## src/rtl/gb_seq_pkg.sv

```systemverilog
// Shared types for the ghostbus sequencing master: op encoding and FSM state.
package gb_seq_pkg;

    localparam int unsigned OP_W  = 2;
    localparam int unsigned ERR_W = 16;

    typedef enum logic [OP_W-1:0] {
        OP_WRITE = 2'd0,
        OP_READ  = 2'd1,
        OP_CHECK = 2'd2,
        OP_RSVD  = 2'd3
    } gb_op_e;

    typedef enum logic [2:0] {
        ST_IDLE,
        ST_WR,
        ST_RD_STB,
        ST_RD_WAIT,
        ST_RSP
    } gb_state_e;

    // Reserved op code behaves as a plain read.
    function automatic gb_op_e norm_op(input logic [OP_W-1:0] op);
        case (op)
            2'd0:    return OP_WRITE;
            2'd2:    return OP_CHECK;
            default: return OP_READ;
        endcase
    endfunction

endpackage

```

## src/rtl/gb_seq_delay.sv

```systemverilog
// Read-strobe delay line: cap_en rises DEPTH cycles after the strobe cycle.
module gb_seq_delay #(
    parameter int unsigned DEPTH = 3
) (
    input  logic gb_clk,
    input  logic gb_rst,
    input  logic stb,
    output logic cap_en
);

    logic [DEPTH-1:0] sr;

    // Shift the strobe through DEPTH stages; reset drops any strobe in flight.
    always_ff @(posedge gb_clk) begin
        if (gb_rst) begin
            sr <= '0;
        end else begin
            sr[0] <= stb;
            for (int i = 1; i < int'(DEPTH); i++) begin
                sr[i] <= sr[i-1];
            end
        end
    end

    assign cap_en = sr[DEPTH-1];

endmodule

```

## src/rtl/gb_seq_master.sv

```systemverilog
// Ghostbus sequencing master: runs WRITE/READ/CHECK bursts from a command
// port and returns one response per read beat (one per whole write burst).
module gb_seq_master
    import gb_seq_pkg::*;
#(
    parameter int unsigned AW       = 24,
    parameter int unsigned DW       = 32,
    parameter int unsigned RD_DELAY = 3,
    parameter int unsigned LENW     = 8
) (
    input  logic              gb_clk,
    input  logic              gb_rst,
    input  logic              cmd_valid,
    output logic              cmd_ready,
    input  logic [OP_W-1:0]   cmd_op,
    input  logic [AW-1:0]     cmd_addr,
    input  logic [DW-1:0]     cmd_data,
    input  logic [DW-1:0]     cmd_mask,
    input  logic [LENW-1:0]   cmd_len,
    output logic [AW-1:0]     gb_addr,
    output logic [DW-1:0]     gb_wdata,
    output logic              gb_wen,
    output logic              gb_rstb,
    input  logic [DW-1:0]     gb_rdata,
    output logic              rsp_valid,
    input  logic              rsp_ready,
    output logic [OP_W-1:0]   rsp_op,
    output logic [AW-1:0]     rsp_addr,
    output logic [DW-1:0]     rsp_data,
    output logic              rsp_err,
    output logic [ERR_W-1:0]  err_count,
    input  logic              err_clear,
    output logic              busy
);

    gb_state_e        state;
    gb_op_e           op_q;
    logic [DW-1:0]    data_q;
    logic [DW-1:0]    mask_q;
    logic [LENW-1:0]  len_q;
    logic [LENW-1:0]  beat_q;
    logic             cap_en;
    logic             last_beat;
    logic             rsp_fire;

    assign last_beat = (beat_q == len_q);
    assign rsp_fire  = (state == ST_RSP) && rsp_ready;

    gb_seq_delay #(
        .DEPTH (RD_DELAY)
    ) u_delay (
        .gb_clk (gb_clk),
        .gb_rst (gb_rst),
        .stb    (gb_rstb),
        .cap_en (cap_en)
    );

    // Burst sequencer with all bus and response outputs registered.
    always_ff @(posedge gb_clk) begin
        if (gb_rst) begin
            state     <= ST_IDLE;
            op_q      <= OP_WRITE;
            data_q    <= '0;
            mask_q    <= '0;
            len_q     <= '0;
            beat_q    <= '0;
            cmd_ready <= 1'b1;
            busy      <= 1'b0;
            gb_addr   <= '0;
            gb_wdata  <= '0;
            gb_wen    <= 1'b0;
            gb_rstb   <= 1'b0;
            rsp_valid <= 1'b0;
            rsp_op    <= '0;
            rsp_addr  <= '0;
            rsp_data  <= '0;
            rsp_err   <= 1'b0;
        end else begin
            case (state)
                ST_IDLE: begin
                    if (cmd_valid && cmd_ready) begin
                        op_q      <= norm_op(cmd_op);
                        data_q    <= cmd_data;
                        mask_q    <= cmd_mask;
                        len_q     <= cmd_len;
                        beat_q    <= '0;
                        gb_addr   <= cmd_addr;
                        cmd_ready <= 1'b0;
                        busy      <= 1'b1;
                        if (norm_op(cmd_op) == OP_WRITE) begin
                            state    <= ST_WR;
                            gb_wen   <= 1'b1;
                            gb_wdata <= cmd_data;
                        end else begin
                            state   <= ST_RD_STB;
                            gb_rstb <= 1'b1;
                        end
                    end
                end
                ST_WR: begin
                    if (last_beat) begin
                        gb_wen    <= 1'b0;
                        state     <= ST_RSP;
                        rsp_valid <= 1'b1;
                        rsp_op    <= OP_WRITE;
                        rsp_addr  <= gb_addr;
                        rsp_data  <= gb_wdata;
                        rsp_err   <= 1'b0;
                    end else begin
                        beat_q  <= beat_q + LENW'(1);
                        gb_addr <= gb_addr + AW'(1);
                    end
                end
                ST_RD_STB: begin
                    gb_rstb <= 1'b0;
                    state   <= ST_RD_WAIT;
                end
                ST_RD_WAIT: begin
                    if (cap_en) begin
                        state     <= ST_RSP;
                        rsp_valid <= 1'b1;
                        rsp_op    <= op_q;
                        rsp_addr  <= gb_addr;
                        rsp_data  <= gb_rdata;
                        rsp_err   <= (op_q == OP_CHECK) && (|((gb_rdata ^ data_q) & mask_q));
                    end
                end
                ST_RSP: begin
                    if (rsp_ready) begin
                        rsp_valid <= 1'b0;
                        if ((op_q != OP_WRITE) && !last_beat) begin
                            beat_q  <= beat_q + LENW'(1);
                            gb_addr <= gb_addr + AW'(1);
                            gb_rstb <= 1'b1;
                            state   <= ST_RD_STB;
                        end else begin
                            state     <= ST_IDLE;
                            cmd_ready <= 1'b1;
                            busy      <= 1'b0;
                        end
                    end
                end
                default: begin
                    state     <= ST_IDLE;
                    cmd_ready <= 1'b1;
                    busy      <= 1'b0;
                    gb_wen    <= 1'b0;
                    gb_rstb   <= 1'b0;
                    rsp_valid <= 1'b0;
                end
            endcase
        end
    end

    // Saturating mismatch counter; a clear overrides a same-cycle increment.
    always_ff @(posedge gb_clk) begin
        if (gb_rst || err_clear) begin
            err_count <= '0;
        end else if (rsp_fire && (op_q == OP_CHECK) && rsp_err && (err_count != '1)) begin
            err_count <= err_count + ERR_W'(1);
        end
    end

endmodule

```

## config.mk

```make
export PLATFORM = sky130hd
export DESIGN_NAME = gb_seq_master
export DESIGN_NICKNAME = d
export VERILOG_FILES = /design/src/rtl/gb_seq_pkg.sv /design/src/rtl/gb_seq_delay.sv /design/src/rtl/gb_seq_master.sv
export SDC_FILE = /design/constraint.sdc
export NUM_CORES = 1
export LEC_CHECK = 0
export ABC_AREA = 1
export CAP_MARGIN = 10
export CORE_ASPECT_RATIO = 1.75
export CORE_MARGIN = 2
export CORE_UTILIZATION = 40
export DETAILED_ROUTE_END_ITERATION = 12
export PLACE_DENSITY = 0.76
export REMOVE_ABC_BUFFERS = 1
export SYNTH_ARGS = -nofsm -noshare
export SYNTH_HDL_FRONTEND = slang
export SYNTH_HIERARCHICAL = 1
export SYNTH_SLANG_ARGS = --single-unit
```

## constraint.sdc

```tcl
create_clock -name gb_clk -period 2 [get_ports gb_clk]
set_input_delay 0.2 -clock gb_clk [delete_from_list [all_inputs] [get_ports gb_clk]]
set_output_delay 0.2 -clock gb_clk [all_outputs]
set_load 0.02 [all_outputs]
```

==> flow_metrics.env, run 1 <==
export IMPL_detail_route_iter0_violations=638
export IMPL_io_buffer_count=270
export IMPL_final_layout_size_suffix_gt1_frac=0.0592
export IMPL_maximum_number_of_pins_on_one_net_before_global_route_repair=94
export IMPL_min_path_cells=3
export IMPL_yosys_area_share_adder=0.00355
export IMPL_timing_critical_path_max_delay_family="buffers and inverters"
export IMPL_fillCellCount=2496
export IMPL_multi_input_area_mm2=0.00513
export IMPL_crit_start="gb_addr[14]$_SDFFE_PP0P_"
export IMPL_floorplan_io_pins=271
export IMPL_num_vias=10997
export IMPL_hold_class="input port to flip-flop"
export IMPL_synth_register_bits=224
export IMPL_max_cap_viol_count=0
export IMPL_cts_clk_slew_worst_paths_ps=70
export IMPL_vdd_ir_drop_worst_uv=878
export IMPL_final_util=0.554
export IMPL_timing_clock_skew_ps=17.7
export IMPL_max_freq_mhz=520
export IMPL_antenna_left=0
export IMPL_place_hpwl_mm=23.1
export IMPL_critical_path_max_stage_delay_ps=610
export IMPL_min_period_over_period=0.962
export IMPL_fp_dieW_um=127
export IMPL_synthesis_area_per_instance_um2=6.63
export IMPL_number_of_slew_limit_violations_in_the_final_report=0
export IMPL_number_of_enable_flip_flop_cells_after_synthesis=0
export IMPL_crit_arrival_ps=1720
export IMPL_finalHoldViolations=0
export IMPL_critical_path_endpoint_type="primary output"
export IMPL_rows=78
export IMPL_crit_required_ps=1800
export IMPL_global_placement_routability_congestion=0.915
export IMPL_core_footprint_mm2=0.0260
export IMPL_clock_sinks=224
export IMPL_synth_xor_area_frac=0.00994
export IMPL_design_die_area_mm2=0.0278
export IMPL_cells_on_worst_reg2reg_path=9
export IMPL_asyncSetResetFlopFracSynth=0
export IMPL_grt_antenna_before_repair=1
export IMPL_yosys_synthesis_warning_count=6
export IMPL_mapped_cells=1594
export IMPL_power_per_cell_area_mw_per_mm2=1380
export IMPL_period_minus_slack_ps=1920
export IMPL_worstHoldStart="cmd_mask[16]"
export IMPL_final_layout_net_count=1980
export IMPL_first_global_vias=10530
export IMPL_totalWireLength_mm=32.4
export IMPL_setup_viol_count_final=0
export IMPL_detailed_place_area_mm2=0.0136
export IMPL_synth_seq_area_share=0.424
export IMPL_post_cts_setup_buffer_count=0
export IMPL_vias_per_cell=5.05
export IMPL_height_of_the_chip_um=219
export IMPL_critical_path_slowest_cell="sky130_fd_sc_hd__clkdlybuf4s50_1"
export IMPL_crit_fanout=5
export IMPL_synth_compound_area_frac=0.149
export IMPL_grt_setup_unrepaired="no"
export IMPL_drc_errors=0
export IMPL_hold_worst_slack_ps=265
export IMPL_final_cell_count_no_fill=2179
export IMPL_tritoncts="yes"
export IMPL_p_total_mw=19.8
export IMPL_clock_root_buffer="sky130_fd_sc_hd__clkbuf_16"
export IMPL_cts_htree_levels=1
export IMPL_global_route_wire_length_before_repair_mm=51.0
export IMPL_p_leak_nw=5.88
export IMPL_synth_top_family_by_area="simple AND/OR/NAND/NOR gates"
export IMPL_global_route_overflow_total=0
export IMPL_crit_buf_inv=2
export IMPL_register_area_mm2=0.00449
export IMPL_gr_usage_all_layers=0.226
export IMPL_run_status="complete, no violations"
export IMPL_tightest_slew_ps=454
export IMPL_post_synthesis_instance_area_mm2=0.0106
export IMPL_worstPathCellList="buf_4 -> clkdlybuf4s50_1"
export IMPL_yosys_area_share_simple=0.320
export IMPL_synth_main_ff_cell="sky130_fd_sc_hd__dfxtp_1"
export IMPL_critical_path_depth=2
export IMPL_muxShareOfSynthArea=0.000947
export IMPL_route_detailed_wl_per_inst_um=14.9
export IMPL_firstDrtPassIters=5
export IMPL_place_inst=2138
export IMPL_initial_core_utilization=0.407
export IMPL_worst_skew_pair_late_latency_ps=520
export IMPL_yosys_cell_types_count=38
export IMPL_area_added_between_synthesis_and_finish_pct=36.1
export IMPL_setup_worst_path_start_class="flip-flop"
export IMPL_layout_cell_area_non_filler_mm2=0.0144
export IMPL_reg_to_reg_startpoint="gb_addr[7]$_SDFFE_PP0P_"
export IMPL_setup_worst_path_class="flip-flop to primary output"
export IMPL_slew_headroom=0.698
export IMPL_max_clock_path_buffers=3
export IMPL_numCtsBuffers=22
cell type report:
cell class              count  area share
repair buffers            302       0.214
inverters                 144      0.0382
diodes                      1    0.000174
multi-input cells        1148       0.356
flip-flops and latches    224       0.312
well taps                 320      0.0278
clock inverters            12     0.00904
clock buffers              28      0.0427
cells in the mapped netlist (all sizes together) (3+ instances only):
master    n  area [um2]
buf      42         290
o21ai   213        1070
nand4     6        37.5
dfxtp   224        4480
ha        3        37.5
nor3      7        35.0
xor2      5        43.8
inv     143         542
nand2   331        1290
o31ai     3        22.5
nor2    370        1430
a21oi    86         430
nand3   102         556
xnor2     7        61.3
clkbuf   36         135
state kept, by name, indices dropped and copies added (netlist names), 8 cells and up:
name / count
beat_q: 8
data_q: 32
err_count: 16
gb_addr: 24
gb_wdata: 32
len_q: 8
mask_q: 32
rsp_addr: 24
rsp_data: 32
power by group:
group | total (mW) | switching, mW | internal, mW
logic | 8.86 | 5.33 | 3.53
clock network | 4.31 | 1.85 | 2.46
registers | 6.68 | 0.896 | 5.78
total | 19.8 | 8.08 | 11.8
routing by layer:
metal	vias to the layer above	routed length [um]	global-route usage	part of all wire
li1	5562	-	-	-
met1	5004	12000	0.231	0.37
met2	348	17000	0.439	0.52
met3	83	2010	0.0385	0.062
met4	0	1410	0.105	0.044
met5	-	0	0	0
repair_timing:
action	in CTS	in global routing
endpoints found under the setup margin	0	30
gates resized for setup	0	5
hold buffers	0	0
layout by cell type, fill, tap and decap left out, drive strengths merged, types with 2 or more instances in the layout:
| master | instances |
|---|---|
| a31oi | 2 |
| clkinv | 4 |
| nand4 | 6 |
| or2 | 2 |
| buf | 32 |
| o21ai | 213 |
| clkbuf | 28 |
| nand3 | 102 |
| inv | 145 |
| a21oi | 86 |
| bufinv | 2 |
| xnor2 | 7 |
| o211ai | 2 |
| ha | 3 |
| clkdlybuf4s50 | 270 |
| xor2 | 5 |
| o31ai | 3 |
| nand2 | 331 |
| nor2 | 370 |
| clkinvlp | 5 |
| dfxtp | 224 |
| nor3 | 7 |
| o21bai | 2 |
cells by family after synthesis:
kind of cell,count (synthesis)
buf+inv,222
flops,224
xor+xnor,12
mux,1
compound gates,310
simple gates,822
fa+ha+maj,3
per-stage QoR:
stage	worst slack, ps	TNS (ps)
2_1_floorplan	-1030	-163340
3_3_place_gp	71.7	0
3_5_place_dp	64.3	0
4_1_cts	53.5	0
5_1_grt	19.6	0
6_report	76.8	0
worst reg2reg max path, delay by kind of cell (launching register included):
family / cells / cell delay (ps)
flops: 1 / 530
simple gates: 9 / 1210
worst paths after layout:
kind,endpoint,slack [ps]
min reg2reg,u_delay/sr[2]$_SDFF_PP0_,420
max,gb_addr[14],80
max reg2reg,gb_addr[17]$_SDFFE_PP0P_,150
min,mask_q[16]$_SDFFE_PP0P_,270
Note: power is estimated with default switching activity, not from simulation.
==> run 2, diff against run 1 <==
--- a/config.mk
+++ b/config.mk
@@ -11,9 +11,7 @@
 export CORE_MARGIN = 2
 export CORE_UTILIZATION = 40
 export DETAILED_ROUTE_END_ITERATION = 12
-export PLACE_DENSITY = 0.76
-export REMOVE_ABC_BUFFERS = 1
+export PLACE_DENSITY = 0.77
 export SYNTH_ARGS = -nofsm -noshare
 export SYNTH_HDL_FRONTEND = slang
-export SYNTH_HIERARCHICAL = 1
 export SYNTH_SLANG_ARGS = --single-unit
==> run 2 against run 1 <==
  * Clock-buffer cell count increased by 1
  * Sequential share of layout area grew 0.19 points
  * Register-to-register slack worse by 80 ps
  * Power shrank 7.9%
  * Cell count down 1.6%
  * Sequential cell count is the same
  * Synthesized area fell by 1.6%
  * Clock power grew 7.0%
  * Critical endpoint is now rsp_data[4]$_SDFFE_PP0P_
==> flow_metrics.env, run 2 <==
export IMPL_run_status="complete, no violations"
export IMPL_max_cap_viol_count=0
export IMPL_worst_skew_pair_late_latency_ps=540
export IMPL_mapped_cells=1557
export IMPL_synth_compound_area_frac=0.153
export IMPL_vdd_ir_drop_worst_uv=721
export IMPL_grtUsageMet1=0.254
export IMPL_cts_clk_slew_worst_paths_ps=60
export IMPL_yosys_area_share_simple=0.311
export IMPL_area_added_between_synthesis_and_finish_pct=37.5
export IMPL_fillCellCount=2484
export IMPL_mappedNetlistNets=1695
export IMPL_first_global_vias=10725
export IMPL_setup_viol_count_final=0
export IMPL_number_of_enable_flip_flop_cells_after_synthesis=0
export IMPL_clock_sinks=224
export IMPL_tritoncts="yes"
export IMPL_vias_per_cell=5.18
export IMPL_yosys_area_top_type="sky130_fd_sc_hd__dfxtp_1"
export IMPL_hold_path_end="rsp_data[17]$_SDFFE_PP0P_"
export IMPL_grt_antenna_before_repair=4
export IMPL_top_post_synthesis_cells_by_count="sky130_fd_sc_hd__nand2_1 (433), sky130_fd_sc_hd__dfxtp_1 (224), sky130_fd_sc_hd__nor2_1 (176)"
export IMPL_cells_on_worst_reg2reg_path=8
export IMPL_final_cell_count_no_fill=2144
export IMPL_slew_headroom=0.551
export IMPL_tightest_slew_ps=673
export IMPL_detail_route_iter0_violations=932
export IMPL_crit_arrival_ps=2360
export IMPL_yosys_synthesis_warning_count=0
export IMPL_gr_usage_all_layers=0.250
export IMPL_antenna_left=0
export IMPL_io_buffer_count=270
export IMPL_power_per_cell_area_mw_per_mm2=1280
export IMPL_post_cts_setup_buffer_count=0
export IMPL_reg_to_reg_startpoint="state[0]$_SDFFE_PP0P_"
export IMPL_setup_worst_path_class="flip-flop to flip-flop"
export IMPL_finalHoldViolations=0
export IMPL_grt_met2_usage=0.473
export IMPL_crit_fanout=31
export IMPL_totalWireLength_mm=35.9
export IMPL_drc_errors=0
export IMPL_asyncSetResetFlopFracSynth=0
export IMPL_height_of_the_chip_um=217
export IMPL_numCtsBuffers=23
export IMPL_yosys_area_share_adder=0.00361
export IMPL_final_layout_net_count=1945
export IMPL_period_minus_slack_ps=1930
export IMPL_timing_clock_skew_ps=29.8
export IMPL_max_clock_path_buffers=3
export IMPL_hold_class="input port to flip-flop"
export IMPL_yosysMostFrequentCell="sky130_fd_sc_hd__nand2_1"
export IMPL_regToRegEndpoint="rsp_data[4]$_SDFFE_PP0P_"
export IMPL_core_footprint_mm2=0.0258
export IMPL_layout_commonest_cell="sky130_fd_sc_hd__nand2_1"
export IMPL_setup_worst_path_start_class="flip-flop"
export IMPL_crit_required_ps=2440
export IMPL_most_used_cells_in_the_layout_excluding_fill_and_tap_cells="sky130_fd_sc_hd__nand2_1 (432), sky130_fd_sc_hd__clkdlybuf4s50_1 (269), sky130_fd_sc_hd__dfxtp_1 (222)"
export IMPL_post_synthesis_instance_area_mm2=0.0104
export IMPL_place_inst=2102
export IMPL_final_layout_size_suffix_gt1_frac=0.0604
export IMPL_synth_main_ff_cell="sky130_fd_sc_hd__dfxtp_1"
export IMPL_worst_r2r_setup_slack_ps=70
export IMPL_min_path_cells=3
export IMPL_fp_dieW_um=126
export IMPL_max_freq_mhz=519
export IMPL_design_die_area_mm2=0.0274
export IMPL_synth_area_leaders="sky130_fd_sc_hd__dfxtp_1 (43%), sky130_fd_sc_hd__nand2_1 (16%), sky130_fd_sc_hd__a21oi_1 (7.6%), sky130_fd_sc_hd__o21ai_0 (6.4%), sky130_fd_sc_hd__nor2_1 (6.3%)"
export IMPL_muxShareOfSynthArea=0
export IMPL_grtUsageMet3=0.0420
export IMPL_p_leak_nw=5.65
export IMPL_cts_htree_levels=1
export IMPL_number_of_slew_limit_violations_in_the_final_report=0
export IMPL_synth_register_bits=224
export IMPL_worstHoldStart="gb_rst"
export IMPL_setup_tns_ps=0
export IMPL_rows=78
export IMPL_clock_root_buffer="sky130_fd_sc_hd__clkbuf_16"
export IMPL_yosys_area_top_type_share=0.431
export IMPL_synthesis_area_per_instance_um2=6.68
export IMPL_critical_path_endpoint_type="flip-flop"
export IMPL_synth_seq_area_share=0.431
export IMPL_global_route_overflow_total=0
export IMPL_cts_hold_buffers_added=0
export IMPL_synth_top_family_by_area="simple AND/OR/NAND/NOR gates"
export IMPL_postCtsResizedCells=0
export IMPL_yosys_cell_types_count=35
export IMPL_min_period_over_period=0.963
export IMPL_initial_core_utilization=0.404
export IMPL_firstDrtPassIters=6
export IMPL_floorplan_io_pins=271
export IMPL_place_hpwl_mm=25.6
export IMPL_global_route_wire_length_before_repair_mm=55.0
export IMPL_global_placement_routability_congestion=0.933
export IMPL_grt_busiest_layer="met2"
export IMPL_synth_xor_area_frac=0.0143
export IMPL_route_detailed_wl_per_inst_um=16.7
export IMPL_grt_setup_unrepaired="no"
export IMPL_maximum_number_of_pins_on_one_net_before_global_route_repair=110
export IMPL_num_vias=11100
## run 2: cell types whose count changed in the layout (fill, tap and decap cells not counted), sizes merged, moves of 3 or more
cell,before,now
a21oi,86,160
buf,32,41
clkinvlp,5,1
inv,145,134
nand2,331,437
nand3,102,129
nor2,370,182
nor3,7,14
nor3b,1,8
o21ai,213,141
o21bai,2,5
xor2,5,9
## run 2: how the worst max path moves through the flow
stage | start | to | slack (ps)
after floorplan | gb_addr[0]$_SDFFE_PP0P_ | gb_addr[18]$_SDFFE_PP0P_ | 240
after global placement | state[0]$_SDFFE_PP0P_ | rsp_data[9]$_SDFFE_PP0P_ | 80
after detailed placement | state[0]$_SDFFE_PP0P_ | rsp_data[9]$_SDFFE_PP0P_ | 40
after CTS | gb_addr[2]$_SDFFE_PP0P_ | gb_addr[2] | 20
after global routing | state[0]$_SDFFE_PP0P_ | rsp_data[18]$_SDFFE_PP0P_ | 3
final | state[0]$_SDFFE_PP0P_ | rsp_data[4]$_SDFFE_PP0P_ | 70
## run 2: per-stage QoR
step / area (um2) / utilization / hold slack (ps) / power (mW) / worst slack (ps)
2_1_floorplan: 10400 / - / 335 / 10.8 / 236
3_3_place_gp: 13500 / 0.524 / 392 / 13.5 / 75.3
3_5_place_dp: 13500 / 0.524 / 401 / 13.7 / 44.4
4_1_cts: 14300 / 0.555 / 208 / 18.3 / 20.0
5_1_grt: 14300 / 0.555 / 240 / 19.4 / 2.93
6_report: 14300 / 0.555 / 190 / 18.3 / 74.4
## run 2: cells by family (layout without fill, tap and decap cells)
group,after synthesis,count (layout)
DFF,224,224
and+or+nand+nor,783,783
adders and majority gates,3,3
AOI/OAI and AO/OA,312,312
xor gates and xnor gates,17,17
buffers and inverters,218,482
other,0,3
## run 2: area by class of cell
| class | count | area (um2) | area share |
|---|---|---|---|
| inverter | 133 | 505 | 0.0353 |
| clock buffer | 29 | 628 | 0.0439 |
| timing repair buffer | 310 | 3090 | 0.216 |
| antenna | 3 | 7.51 | 0.000525 |
| clock inverter | 10 | 163 | 0.0114 |
| sequential | 224 | 4490 | 0.314 |
| tap | 320 | 400 | 0.0280 |
| multi-input combinational | 1115 | 5030 | 0.352 |
## run 2: where the power goes
part / total (mW) / switching [mW] / internal (mW)
clock network: 4.61 / 1.87 / 2.74
logic: 7.48 / 4.68 / 2.79
registers: 6.19 / 0.757 / 5.43
## run 2: worst max-delay path, stage by stage (launching register included)
cell and delay (ps):
sky130_fd_sc_hd__dfxtp_1 320, sky130_fd_sc_hd__inv_2 50, sky130_fd_sc_hd__nor2_1 170, sky130_fd_sc_hd__inv_1 120
sky130_fd_sc_hd__nor2_2 170, sky130_fd_sc_hd__inv_4 170, sky130_fd_sc_hd__o21ai_0 520, sky130_fd_sc_hd__nand3_1 140
sky130_fd_sc_hd__a21oi_1 170
## run 2: routing by layer
metal	vias to the layer above	wire length, um
li1	5491	-
met5	-	11
met1	5067	12700
met3	107	2190
met2	433	18900
met4	2	2060
